<file path="src/rtl/fetch_pkg.sv">
// fetch_pkg: shared state encoding and default geometry for the fetch queue.
package fetch_pkg;
  typedef enum logic [1:0] {
    FETCH_IDLE = 2'b00,
    FETCH_RUN  = 2'b01,
    FETCH_FULL = 2'b11
  } fetch_st_e;
  localparam int DEF_SLOTS  = 4;
  localparam int DEF_LINE   = 16;
  localparam int DEF_ADDR_W = 32;
  localparam int PTR_W = $clog2(DEF_SLOTS);
  localparam int CNT_W = PTR_W + 1;
  localparam int OFF_W = $clog2(DEF_LINE);
endpackage

</file>
<file path="src/rtl/fetch_line_buf.sv">
// fetch_line_buf: circular line storage, one write port, head/head+1 read ports.
module fetch_line_buf #(
  parameter int NUM_SLOTS  = 4,
  parameter int LINE_BYTES = 16
) (
  input  logic                         clk,
  input  logic                         wr_en,
  input  logic [$clog2(NUM_SLOTS)-1:0] wr_ptr,
  input  logic [LINE_BYTES*8-1:0]      wr_data,
  input  logic [$clog2(NUM_SLOTS)-1:0] rd_ptr,
  output logic [LINE_BYTES*8-1:0]      rd0,
  output logic [LINE_BYTES*8-1:0]      rd1
);
  localparam int PW = $clog2(NUM_SLOTS);
  logic [LINE_BYTES*8-1:0] mem [NUM_SLOTS];
  logic [PW-1:0] rd_nxt;
  always_ff @(posedge clk)
    if (wr_en) mem[wr_ptr] <= wr_data;
  // power-of-two depth: pointer overflow is the wrap
  assign rd_nxt = rd_ptr + 1'b1;
  assign rd0 = mem[rd_ptr];
  assign rd1 = mem[rd_nxt];
endmodule

</file>
<file path="src/rtl/fetch_queue_ctrl.sv">
// fetch_queue_ctrl: N-slot fetch line queue presenting a two-line decode window.
// Define FETCH_BYPASS_EN to forward a hit straight to the window when the queue is empty.
module fetch_queue_ctrl
  import fetch_pkg::*;
#(
  parameter int NUM_SLOTS  = DEF_SLOTS,
  parameter int LINE_BYTES = DEF_LINE,
  parameter int ADDR_W     = DEF_ADDR_W
) (
  input  logic                          clk,
  input  logic                          rst_n,
  input  logic                          f_redirect,
  input  logic [ADDR_W-1:0]             f_redirect_addr,
  input  logic                          ic_hit,
  input  logic [LINE_BYTES*8-1:0]       ic_data,
  input  logic                          de_adv,
  output logic                          f_ic_req,
  output logic [ADDR_W-1:0]             f_ic_addr,
  output logic [2*LINE_BYTES*8-1:0]     f_win,
  output logic [1:0]                    f_win_vld,
  output logic [ADDR_W-1:0]             f_win_base,
  output logic [$clog2(LINE_BYTES)-1:0] f_start_off,
  output logic [$clog2(NUM_SLOTS):0]    f_count,
  output logic [1:0]                    f_curr_st
);
  localparam int PW = $clog2(NUM_SLOTS);
  localparam int OW = $clog2(LINE_BYTES);
  localparam logic [ADDR_W-1:0] STEP = ADDR_W'(LINE_BYTES);
  localparam logic [PW:0] FULL_CNT = (PW+1)'(NUM_SLOTS);
  fetch_st_e st, st_nxt;
  logic [PW-1:0] head, tail;
  logic [PW:0] count, count_nxt;
  logic [ADDR_W-1:0] ic_addr, win_base;
  logic [OW-1:0] start_off;
  logic hit, adv, byp, consume, wr;
  logic [LINE_BYTES*8-1:0] rd0, rd1;
  fetch_line_buf #(.NUM_SLOTS(NUM_SLOTS), .LINE_BYTES(LINE_BYTES)) u_buf (
    .clk    (clk),
    .wr_en  (wr),
    .wr_ptr (tail),
    .wr_data(ic_data),
    .rd_ptr (head),
    .rd0    (rd0),
    .rd1    (rd1)
  );
  assign f_ic_req = st == FETCH_RUN;
  assign hit = f_ic_req & ic_hit;
  assign adv = de_adv & (count != '0);
`ifdef FETCH_BYPASS_EN
  assign byp = hit & (count == '0);
`else
  assign byp = 1'b0;
`endif
  // a bypassed line retired in the same cycle never enters the queue
  assign consume = byp & de_adv;
  assign wr = hit & ~consume;
  assign count_nxt = count + (PW+1)'(wr) - (PW+1)'(adv);
  always_comb
    st_nxt = f_redirect ? FETCH_RUN :
             (st == FETCH_RUN && count_nxt == FULL_CNT) ? FETCH_FULL :
             (st == FETCH_FULL && de_adv) ? FETCH_RUN : st;
  always_ff @(posedge clk or negedge rst_n)
    if (!rst_n) st <= FETCH_IDLE;
    else st <= st_nxt;
  always_ff @(posedge clk or negedge rst_n)
    if (!rst_n) begin
      head <= '0;
      tail <= '0;
      count <= '0;
      ic_addr <= '0;
      win_base <= '0;
      start_off <= '0;
    end else if (f_redirect) begin
      head <= '0;
      tail <= '0;
      count <= '0;
      ic_addr <= {f_redirect_addr[ADDR_W-1:OW], OW'(0)};
      win_base <= {f_redirect_addr[ADDR_W-1:OW], OW'(0)};
      start_off <= f_redirect_addr[OW-1:0];
    end else begin
      if (adv) head <= head + 1'b1;
      if (wr) tail <= tail + 1'b1;
      count <= count_nxt;
      if (hit) ic_addr <= ic_addr + STEP;
      if (adv | consume) begin
        win_base <= win_base + STEP;
        start_off <= '0;
      end
    end
  assign f_win_vld = byp ? 2'b01 : {count >= (PW+1)'(2), count != '0};
  assign f_win = {rd1, byp ? ic_data : rd0};
  assign f_win_base = byp ? ic_addr : win_base;
  assign f_ic_addr = ic_addr;
  assign f_start_off = start_off;
  assign f_count = count;
  assign f_curr_st = st;
endmodule
</file>
<file path="config.mk">
export PLATFORM = sky130hd
export DESIGN_NAME = fetch_queue_ctrl
export DESIGN_NICKNAME = d
export VERILOG_FILES = /design/src/rtl/fetch_pkg.sv /design/src/rtl/fetch_line_buf.sv /design/src/rtl/fetch_queue_ctrl.sv
export SDC_FILE = /design/constraint.sdc
export NUM_CORES = 1
export LEC_CHECK = 0
export ABC_AREA = 1
export BUFFER_PORTS_ARGS = -buffer_cell sky130_fd_sc_hd__buf_2
export CAP_MARGIN = 25
export CELL_PAD_IN_SITES_DETAIL_PLACEMENT = 0
export CELL_PAD_IN_SITES_GLOBAL_PLACEMENT = 1
export CORE_MARGIN = 5
export CORE_UTILIZATION = 45
export CTS_CLUSTER_SIZE = 16
export DETAILED_ROUTE_END_ITERATION = 8
export GPL_ROUTABILITY_DRIVEN = 0
export PLACE_DENSITY_LB_ADDON = 0.25
export SYNTH_ARGS = -nofsm -noshare
export SYNTH_HDL_FRONTEND = slang
export SYNTH_HIERARCHICAL = 1
export SYNTH_SLANG_ARGS = --single-unit
</file>
<file path="constraint.sdc">
create_clock -name clk -period 18.47 [get_ports clk]
set_input_delay 2.7705 -clock clk [delete_from_list [all_inputs] [get_ports clk]]
set_output_delay 2.7705 -clock clk [all_outputs]
set_load 0.03 [all_outputs]
</file>
==> metrics list, run 1 <==
- Final min period: 7249 ps
- The filler cells instantiated in the layout total 6562.
- Dividing the detail-routed via count by the number of cells gives 4.816.
* Via count of the first global-routing pass: 24330
* EDFF count, synth: 512
- After clock tree synthesis, the repair step resized 0 gates.
- Io pins: 497
- Global routing consumed, on the met2 layer, 40.67% of the routing resources.
- Total of buffers placed on input and output ports: 488
* Clock network fraction of design power: 25.6%
* Number of cell rows: 96
- Result of the run: complete, no violations
- After synthesis, the share of flip-flops with an asynchronous set or reset is 11.88%.
- Overall track demand over capacity in global routing: 24.19%
* Warning count from the yosys run: 6
- The routed design has 92.14 mm of wire.
* Average cell area after synthesis: 7.836 sq um
- Pin count of the biggest net entering global routing: 222
- CTS tree: yes
- The worst-case IR drop observed on VDD is 0.1024 mV.
- Number of clock buffers inserted by TritonCTS: 67
- Fraction of power consumed by sequential logic: 32.9%
- Initial standard-cell utilization of the core: 45.35%
- Final design instance area without fill: 36010 sq um
- Remaining antenna violation count after routing: 0
- Dividing total power by cell area gives a power density of 138.9 nW/um^2.
- The clock reaches the later pin of the worst-skew pair after 590 ps.
- Post-synthesis cell type count: 38
- Switching pwr: 2174 uW
- The total overflow left after global routing is 0.
- For this design, the CTS-stage hold fixing added 0 buffers.
- For the final routed database, the setup TNS stands at 0 ps.
- After synthesis, flip-flops and latches occupy 55.08% of the total area.
* RSZ-0062 raised after global routing: false
- The share of total power dissipated in combinational logic is 41.5%.
- Clock-pin slew was measured on the worst setup and hold paths at 50 ps.
* Period Utilization, post-route: 39.25%
* Biggest area contributors in the synthesized netlist: sky130_fd_sc_hd__edfxtp_1 50%, sky130_fd_sc_hd__nand2_1 25%, sky130_fd_sc_hd__inv_1 7.5%
- Share of Yosys cell area claimed by the top area cell type: 49.52%
* Die Outline Area: 74340 sq um
- The path class of the tightest hold or removal check is reg -> reg.
* Clock skew: 30.21 ps
* Critical Path RT: 15700 ps
- The initial antenna violation count came to 30.
- Hold Violations, Final: 0
* DR pass1 iterations: 5
- Along the worst path, the maximum fanout reaches 104.
* Combined area of the multi-input logic cells: 10550 sq um
- In this run the most used layer during global routing was met2.
* Worst Setup Path Type: reg -> out
- The die is 272.7 microns wide.
- Met1 track utilization from global routing: 30.69%
* Final net count: 4529
- Die Y: 272.7 microns
- The tree is rooted in a sky130_fd_sc_hd__clkbuf_16.
* Area of the core: 68470 sq um
- Pins Over Slew Limit: 0
- Max-cap violations in this run came to 0.
* Iteration-0 DRC Markers: 1870
- For this run, the number of standard cells in the final layout without fillers is 5314.
- In this run the deepest clock path goes through 3 buffers.
- Final setup vio count: 0
- After legalization and detailed placement, the total HPWL measured 59.08 mm.
* Pre-CTS setup slack: 11770 ps
- STA classifies the critical path startpoint as a flop.
* Wirelength per Cell: 17.34 microns
- Of the total power, the share spent switching nets is 43.45%.
- Total clock sinks: 581
* Worst Setup End Kind: primary output
- In this run, synthesis produced a sequential element count of 581.
* Area after DPL: 33780 sq um
- In the routed design, unresolved DRC markers number 0.
- Summed over all cells, the static leakage comes to 0.01853 uW.
- Total setup buffers inserted after CTS: 0
- Peak clock frequency supported by timing: 137.9 MHz
- Total via count after detailed routing: 25590
- Cell internal power was estimated by the tool at 2829 uW.
* Arrival time at the worst endpoint: 4480 ps
- After layout, the worst setup slack is 11220 ps.
* Number of H-tree levels: 3
- The most used flip-flop cell after synthesis is sky130_fd_sc_hd__edfxtp_1.
- Register area: 17110 sq um
- Netlist area before placement: 31050 sq um
* Placed cells: 5168
- Relative slew slack: 20.37%
* Transition time at the pin with the least slew margin: 1194 ps
- Number of standard cells after synthesis: 3962
- The area growth from synthesis to layout is 15.99%.
- In the final layout, the share of cells above drive strength 1 is 14.83%.
- Global routing consumed, on the met3 layer, 6.093% of the routing resources.
- Cells fill 52.60% of the core in the end.
- The synthesized design spends more area on one cell type than any other, namely sky130_fd_sc_hd__edfxtp_1.
* Global-route wire length before repair: 141.1 mm
==> path summary, 6_finish.rpt <==
check | cells past startpoint | endpoint | from | slack [ps]
max in group asynchronous | 2 | head[0] | rst_n | 15890
worst min-delay path | 1 | f_start_off[1] | f_start_off[1] | 490
worst min register to register | 1 | f_start_off[1] | f_start_off[1] | 490
worst max register to register | 6 | u_buf/mem[1][17] | f_curr_st[0] | 15380
min in group asynchronous | 1 | f_win_base[27] | rst_n | 1980
worst max-delay path | 8 | f_win[207] | head[1] | 11220
==> power by group through the flow <==
stage,Sequential [uW],Combinational [uW],Clock (uW)
2_1_floorplan,1730,1430,0
3_3_place_gp,1670,2100,0
3_5_place_dp,1670,2100,0
4_1_cts,1640,2100,1310
5_1_grt,1660,2270,1360
6_report,1650,2080,1280
==> flip-flops by register name, summed over array words and instances, names as in the netlist <==
signal       cells
f_ic_addr       28
u_buf/mem      512
head             2
f_count          3
f_curr_st        2
tail             2
f_start_off      4
f_win_base      28
==> metrics by stage <==
step	power [uW]	hold WS (ps)
after CTS	5054	496.3
final	5003	494.7
after floorplan	3151	505.3
after global placement	3767	479.2
after global routing	5285	517.2
after detailed placement	3768	482.4
==> layout by cell type (no fill, tap or decap), types with 5 or more instances in the layout <==
cell,n
sky130_fd_sc_hd__o21bai_1,5
sky130_fd_sc_hd__edfxtp_1,512
sky130_fd_sc_hd__conb_1,8
sky130_fd_sc_hd__o21ai_0,34
sky130_fd_sc_hd__buf_2,487
sky130_fd_sc_hd__clkinv_1,17
sky130_fd_sc_hd__nor2_4,13
sky130_fd_sc_hd__o211ai_1,6
sky130_fd_sc_hd__ha_1,5
sky130_fd_sc_hd__clkbuf_1,15
sky130_fd_sc_hd__xor2_1,9
sky130_fd_sc_hd__nand2_2,7
sky130_fd_sc_hd__buf_4,18
sky130_fd_sc_hd__dfrtp_1,67
sky130_fd_sc_hd__o21ai_1,13
sky130_fd_sc_hd__inv_2,8
sky130_fd_sc_hd__bufinv_16,5
sky130_fd_sc_hd__nor2_1,55
sky130_fd_sc_hd__a21oi_1,8
sky130_fd_sc_hd__nand2_1,2041
sky130_fd_sc_hd__nor2_2,12
sky130_fd_sc_hd__clkinv_2,11
sky130_fd_sc_hd__nor3_1,5
sky130_fd_sc_hd__nand3_1,320
sky130_fd_sc_hd__diode_2,23
sky130_fd_sc_hd__inv_1,618
sky130_fd_sc_hd__clkbuf_16,70
==> area by class of cell <==
class                   instances  area share [%]
inverters                     629           6.623
clock inverters                35          0.8235
diodes                         23          0.1598
well taps                     882           3.065
clock buffers                  85           5.021
flip-flops and latches        581           47.51
repair buffers                511           7.505
multi-input cells            2568           29.29
==> synthesized netlist by cell type (2+ instances only) <==
cell and n:
sky130_fd_sc_hd__a21oi_1 8, sky130_fd_sc_hd__a22o_1 4, sky130_fd_sc_hd__a31oi_1 2, sky130_fd_sc_hd__and2_1 4, sky130_fd_sc_hd__buf_2 113, sky130_fd_sc_hd__buf_4 65
sky130_fd_sc_hd__clkbuf_1 11, sky130_fd_sc_hd__dfrtp_1 69, sky130_fd_sc_hd__edfxtp_1 512, sky130_fd_sc_hd__ha_1 5, sky130_fd_sc_hd__inv_1 618, sky130_fd_sc_hd__inv_2 9
sky130_fd_sc_hd__nand2_1 2041, sky130_fd_sc_hd__nand2_2 9, sky130_fd_sc_hd__nand2_4 2, sky130_fd_sc_hd__nand3_1 320, sky130_fd_sc_hd__nor2_1 56, sky130_fd_sc_hd__nor2_2 11
sky130_fd_sc_hd__nor2_4 13, sky130_fd_sc_hd__nor3_1 9, sky130_fd_sc_hd__o211ai_1 6, sky130_fd_sc_hd__o21ai_0 34, sky130_fd_sc_hd__o21ai_1 13, sky130_fd_sc_hd__o21bai_1 5
sky130_fd_sc_hd__xnor2_1 2, sky130_fd_sc_hd__xor2_1 9
==> per-layer routing <==
metal  vias to the layer above  part of all wire, %
li1                      12930                    -
met5                         -                 0.10
met2                       761                   48
met4                        14                  3.4
met1                     11730                   41
met3                       163                  7.1
==> cell families after synthesis <==
family                     synth area share, %
AOI/OAI and AO/OA                        1.358
other                                  0.01208
and+or+nand+nor                          31.78
adders and majority gates               0.2660
DFF                                      55.08
xor gates and xnor gates                0.3103
buffers and inverters                    11.19
==> critical path: stages (launching register included) <==
cell and delay (ps):
sky130_fd_sc_hd__dfrtp_4 810, sky130_fd_sc_hd__inv_8 690, sky130_fd_sc_hd__buf_4 890, sky130_fd_sc_hd__buf_4 780, sky130_fd_sc_hd__nand2_1 110, sky130_fd_sc_hd__nand2_1 110
sky130_fd_sc_hd__nand2_1 50, sky130_fd_sc_hd__nand2_1 80, sky130_fd_sc_hd__buf_2 200
(Power assumes the default switching activity.)
==> run 2: changes to the inputs <==
Settings changed: CORE_UTILIZATION 45 to 38.
Clock period 18.47 ns to 6.1 ns, I/O delays scaled along.
==> run 2 against run 1 <==
  * Sequential share of layout area fell by 0.36 points
  * First-iteration DRC count down 23%
  * Critical path type unchanged
  * Register-to-register slack worse by 12000 ps
==> metrics list, run 2 (same netlist as run 1, synthesis figures left out) <==
- Result of the run: complete, no violations
- Most common cell after layout, fill and taps aside: sky130_fd_sc_hd__nand2_1
- The average wire per cell in the routed design came to 17.00 microns (-2.0%).
* Largest register by flop count: u_buf/mem
* RSZ-0062 raised after global routing: false
* Source of the worst register-to-register timing path: f_count[0]
- The total clock buffers created by CTS came to 69 (+3.0%).
* Flip-flop count of the largest register, all copies and words added: 512 (unchanged)
- The clock sink total came to 581 (unchanged).
- The endpoint arrival time on the critical path was 3990 ps (-490 ps).
- Transition time at the pin with the least slew margin: 1127 ps (-67.24 ps)
- The switching fraction of total power was 43.90% (+0.45 points).
* Via count of the first global-routing pass: 24000 (-1.3%)
* Final net count: 4533 (+0.088%)
- The cell area after layout was 36280 sq um (+0.75%).
* Pin count of the biggest net entering global routing: 228 (+2.7%)
- Critical path buffer and inverter count: 3 (-1)
- Switching pwr: 6651 uW (+210%)
* Total via count after detailed routing: 25190 (-1.6%)
- VDD IR max: 0.3529 mV (+240%)
- The clock skew was 17.43 ps (-12.78 ps).
* Gates resized, CTS repair: 0 (unchanged)
* Cell-internal power: 8501 uW (+200%)
* Share of cells above drive strength 1: 14.95% (+0.12 points)
* Routed length on met1: 38.36 mm (+0.79%)
- Later-pin clock latency in the skew report: 580 ps (about the same)
- Kind of cell adding the most delay to the critical path: simple AND/OR/NAND/NOR gates
* Max-cap viol count: 0 (unchanged)
- The cell sitting at the root of the clock tree is a sky130_fd_sc_hd__clkbuf_16.
- Critical Path RT: 5180 ps (-10520 ps)
- The top cell types in the final layout, fill and taps aside, are 2041 x sky130_fd_sc_hd__nand2_1, 618 x sky130_fd_sc_hd__inv_1, 512 x sky130_fd_sc_hd__edfxtp_1, 488 x sky130_fd_sc_hd__buf_2, 320 x sky130_fd_sc_hd__nand3_1.
* CTS hold repair buffers: 0 (unchanged)
- Global-route wire length before repair: 141.9 mm (+0.59%)
- The remaining routing DRC violations came to 0 (unchanged).
- Peak clock frequency supported by timing: 204.0 MHz
* Remaining antenna violation count after routing: 0 (unchanged)
* Width of the die: 295.8 microns (+8.5%)
- The highest fanout seen on the critical path came to 180 (+73%).
- Hold Violations, Final: 0 (unchanged)
- The worst path needs 4901 ps of the cycle, external delays included.
- Number of H-tree levels: 3 (unchanged)
* Relative slew slack: 24.85% (+4.5 points)
- The detailed-routed wire length on met2 came to 46.49 mm (+4.9%).
* Remaining Overflow, GRT: 0 (unchanged)
* CTS tree: yes
- Worst Setup Path Type: reg -> out
- The multi-input logic area came to 10570 sq um (+0.24%).
* Iteration-0 DRC Markers: 1439 (-23%)
- Fraction of power consumed by sequential logic: 33.0% (about the same)
- Area of the core: 80810 sq um (+18%)
* Final instance count without filler cells: 5486 (+3.2%)
- The critical path ends at f_win[203].
- Routed wire length: 93.24 mm (+1.2%)
- Antenna violations before repair: 19 (-37%)
* Total of buffers placed on input and output ports: 488 (unchanged)
- The cell row count is 104 (+8.3%).
- The total met3 wirelength after detailed routing came to 5.579 mm (-15%).
- Initial standard-cell utilization of the core: 38.42% (-6.9 points)
* Maximum clock path buffer count: 3 (unchanged)
- Fin Setup TNS: 0 ps (unchanged)
* Final setup vio count: 0 (unchanged)
- The combined flip-flop and latch cell area was 17110 sq um (unchanged).
* Pwr/cell area: 417.6 nW/um^2 (+200%)
* Period Utilization, post-route: 80.34%
- CTS clk-pin slew, worst paths: 60 ps (about the same)
- Overall track demand over capacity in global routing: 20.77% (-3.4 points)
* Critical path's largest stage delay: 860 ps (-30 ps)
- The static power due to leakage came to 0.01855 uW (+0.11%).
- The clock network power share is 25.3% (-0.3 points).
- Layout area overhead: 16.86%
* Worst Setup End Kind: primary output
- Number of cells traversed by the worst register-to-register path: 12 (+6)
- The number of setup buffers added after CTS was 0 (unchanged).
- Die Outline Area: 87520 sq um (+18%)
* Worst flop-to-flop path endpoint: f_curr_st[1]
* Startpoint of the worst setup timing path: head[0]
- Logic gate share of total power: 41.8% (+0.3 points)
- CP max stage cell: sky130_fd_sc_hd__nand2_8
- The register-to-register path setup slack was 3460 ps (-11920 ps).
- The I/O pin count is 497 (unchanged).
* Via density per instance: 4.592 (-4.6%)
* Cells along the critical path: inv_16, nand2_8, nand2_8, buf_4, nand2_1, nand2_1, buf_2
* DR pass1 iterations: 5 (unchanged)
* DPL Wire Length: 58.53 mm (-0.92%)
- Pins Over Slew Limit: 0 (unchanged)
- The path length in cells of the critical path is 7 (-1).
* Min-delay worst type: in -> async
- Element type at the critical path start: flop
* Area after DPL: 34100 sq um (+0.96%)
- Top layer used by detailed routing: met5
* FILL cells: 8133 (+24%)
- Die Y: 295.8 microns (+8.5%)
- Placed cells: 5349 (+3.5%)
run 2: worst min path at each step:
stage / from / endpoint / slack (ps) / cells after the start
floorplan: head[1] / head[1] / 510 / 1
global placement: f_start_off[0] / f_start_off[0] / 480 / 1
detailed placement: f_start_off[3] / f_start_off[3] / 480 / 1
CTS: rst_n / f_ic_addr[9] / 190 / 1
global route: rst_n / f_ic_addr[9] / 230 / 1
finish: rst_n / f_ic_addr[23] / 230 / 1
run 2: layer usage:
layer | up-vias | track usage [%]
met1 | 11520 | 25.80
li1 | 12920 | -
met3 | 142 | 4.261
met4 | 16 | 7.102
met5 | - | 0
met2 | 598 | 36.26
run 2: final cells by class:
| type | instances | share of cell area (%) |
|---|---|---|
| sequential | 581 | 47.16 |
| multi-input combinational | 2568 | 29.14 |
| timing repair buffer | 513 | 7.621 |
| inverter | 629 | 6.573 |
| clock buffer | 93 | 5.121 |
| tap | 1060 | 3.656 |
| clock inverter | 30 | 0.6483 |
| antenna | 12 | 0.08277 |
run 2: metrics by stage:
stage	worst slack, ps	util (%)	hold slack [ps]	total power (uW)
finish	1199	44.90	231.5	15150
global route	843.9	44.88	227.9	16070
CTS	1020	44.79	190.7	15360
detailed placement	1664	42.20	479.6	11480
global placement	1692	42.18	480.7	11480
floorplan	-601.0	-	505.3	9496
run 2: power by group through the flow:
| stage | clock (uW) | combinational (uW) | sequential, uW |
|---|---|---|---|
| finish | 3830 | 6330 | 4990 |
| detailed placement | 0 | 6410 | 5070 |
| global route | 4110 | 6910 | 5040 |
| global placement | 0 | 6410 | 5070 |
| floorplan | 0 | 4320 | 5180 |
| CTS | 3950 | 6420 | 4990 |
==> run 3: changes to the inputs <==
Clock period 6.1 ns to 4.3 ns, I/O delays scaled along.
==> run 3 against run 2 <==
  * Utilization is 0.12 points higher
  * Register-to-register slack worse by 1900 ps
  * First-iteration DRC count is 9.9% higher
  * Total power is 43% higher
  * Final cell count is 0.13% higher
  * Routed wire length is 1.0% higher
  * Clock skew is 5.1 ps higher
  * Flip-flop and latch count stayed put
  * Global-route usage is 0.28 points higher
  * Combinational power is 43% higher
  * Via count is 0.58% higher
  * Largest cell class unchanged
  * Largest power group unchanged
  * Highest routed layer unchanged
==> metrics list, run 3 (same netlist as run 1, synthesis figures left out) <==
* Result of the run: complete, no violations
- The worst slew margin relative to its limit came to 28.65% (+3.8 points).
- The area enclosed by the die boundary came to 87520 sq um (unchanged).
- Most common cell after layout, fill and taps aside: sky130_fd_sc_hd__nand2_1
* Min-delay worst type: in -> reg
* Pwr/cell area: 593.6 nW/um^2 (+42%)
- Worst hold margin: 255.5 ps (+23.97 ps)
* Worst flop-to-flop path endpoint: f_curr_st[1]
* CTS hold repair buffers: 0 (unchanged)
- The worst path needs 3759 ps of the cycle, external delays included.
* Arrival time at the worst endpoint: 3110 ps (-880 ps)
- The slew of the pin with the lowest slew margin is 1070 ps (-57.01 ps).
- The number of hold violations in the final report was 0 (unchanged).
* Number of cells traversed by the worst register-to-register path: 12 (unchanged)
* Element type at the critical path start: flop
- Via count of the first global-routing pass: 24380 (+1.6%)
- Initial standard-cell utilization of the core: 38.42% (unchanged)
* Area of the core: 80810 sq um (unchanged)
- The total clock buffers created by CTS came to 69 (unchanged).
* Startpoint of the worst setup timing path: head[1]
- Remaining antenna violation count after routing: 0 (unchanged)
- Routed wire length: 94.19 mm (+1.0%)
- The final layout net count came to 4534 (+0.022%).
- Io pins: 497 (unchanged)
- Buffer cell driving the clock tree root: sky130_fd_sc_hd__clkbuf_16
* CTS tree: yes
- Number of H-tree levels: 3 (unchanged)
- Final setup vio count: 0 (unchanged)
- DRC violations left: 0 (unchanged)
- The critical path is of the reg -> out type.
- The iteration-0 DRC count of the detailed router was 1581 (+9.9%).
* Worst Setup End Kind: primary output
- Fin Setup TNS: 0 ps (unchanged)
- Max-cap viol count: 0 (unchanged)
* Total of buffers placed on input and output ports: 488 (unchanged)
- Pin count of the biggest net entering global routing: 199 (-13%)
* Commonest cells after routing, fill and taps aside: 2041 x sky130_fd_sc_hd__nand2_1, 618 x sky130_fd_sc_hd__inv_1, 512 x sky130_fd_sc_hd__edfxtp_1, 487 x sky130_fd_sc_hd__buf_2, 320 x sky130_fd_sc_hd__nand3_1
* Via density per instance: 4.613 (+0.46%)
- Wirelength per Cell: 17.15 microns (+0.89%)
* Number of cell rows: 104 (unchanged)
- The register-to-register path setup slack was 1560 ps (-1900 ps).
- Gates resized, CTS repair: 0 (unchanged)
- In this run the worst setup path terminates at f_win[139].
- Total setup buffers inserted after CTS: 0 (unchanged)
- Width of the die: 295.8 microns (unchanged)
- The flip-flop count of the largest register after layout is 512 (unchanged).
- Share of cells above drive strength 1: 14.94% (-0.016 points)
- The initial antenna violation count came to 23 (+4).
- Total clock sinks: 581 (unchanged)
- The total routing resource utilization after global routing came to 21.05% (+0.28 points).
- Die Y: 295.8 microns (unchanged)
* Maximum clock path buffer count: 3 (unchanged)
- The wire length of the first global-routing pass is 142.7 mm (+0.54%).
- Setup repair after global routing left no endpoint under its margin.
- Remaining Overflow, GRT: 0 (unchanged)
- Period Utilization, post-route: 87.43%
- Peak clock frequency supported by timing: 266.0 MHz
- The clock network latency to the later pin of the worst-skew pair came to 600 ps (+20 ps).
- Total via count after detailed routing: 25340 (+0.58%)
- The detailed placer's ending HPWL is 59.51 mm (+1.7%).
* Critical Path RT: 3650 ps (-1530 ps)
* VDD IR max: 0.4100 mV (+16%)
* CTS clk-pin slew, worst paths: 60 ps (about the same)
- Relative to the synthesized area, the layout overhead comes to 17.18%.
- Largest register by flop count: u_buf/mem
- The clock skew was 22.52 ps (+5.083 ps).
- Source of the worst register-to-register timing path: f_count[1]
- Pins Over Slew Limit: 0 (unchanged)
- The static power due to leakage was 0.01859 uW (+0.20%).
- Crit-path max FO: 152 (-16%)
- DR pass1 iterations: 7 (+2)
run 3: per-layer routing:
layer | vias up | wire length [microns] | global-route usage, %
met2 | 590 | 47030 | 36.66
li1 | 12930 | - | -
met3 | 155 | 5156 | 3.932
met4 | 8 | 3190 | 8.280
met5 | - | 46 | 0
met1 | 11660 | 38760 | 26.02
run 3: power by group:
part | internal (uW) | switching (uW)
clock | 3260 | 2250
sequential | 6700 | 353
combinational | 2220 | 6810
total | 12200 | 9410
run 3: cell type report:
type	instances	area [sq um]
Antenna cell	21	52.55
Clock inverter	25	254.0
Timing Repair Buffer	514	2825
Multi-Input combinational cell	2568	10570
Inverter	629	2385
Clock buffer	95	1856
Sequential cell	581	17110
Fill cell	8191	44430
Tap cell	1060	1326
run 3: how the worst min path moves through the flow:
stage,startpoint,endpoint,slack (ps),depth (start not counted)
2_1_floorplan,rst_n,f_count[0],350,0
3_3_place_gp,f_start_off[2],f_start_off[2],480,1
3_5_place_dp,f_start_off[0],f_start_off[0],480,1
4_1_cts,ic_data[113],u_buf/mem[1][113],200,1
5_1_grt,ic_data[113],u_buf/mem[1][113],220,1
6_report,ic_data[113],u_buf/mem[1][113],260,1
run 3: critical path, cell delays in order (launching register included):
cell,delay (ps)
sky130_fd_sc_hd__dfrtp_4,640
sky130_fd_sc_hd__inv_8,340
sky130_fd_sc_hd__buf_12,450
sky130_fd_sc_hd__nand2_1,100
sky130_fd_sc_hd__nand2_1,100
sky130_fd_sc_hd__nand2_1,50
sky130_fd_sc_hd__nand2_1,190
sky130_fd_sc_hd__buf_2,240
run 3: through the flow:
step | cells | util [%] | total power, uW | setup slack (ps) | cell area [sq um]
detailed placement | 5350 | 42.30 | 16330 | 1101 | 34180
CTS | 5470 | 44.91 | 21930 | 455.0 | 36290
global route | 5484 | 44.99 | 22870 | 271.0 | 36360
floorplan | 3969 | - | 13450 | -205.6 | 31120
global placement | 5350 | 42.30 | 16330 | 1111 | 34180
finish | 5493 | 45.02 | 21600 | 540.7 | 36380
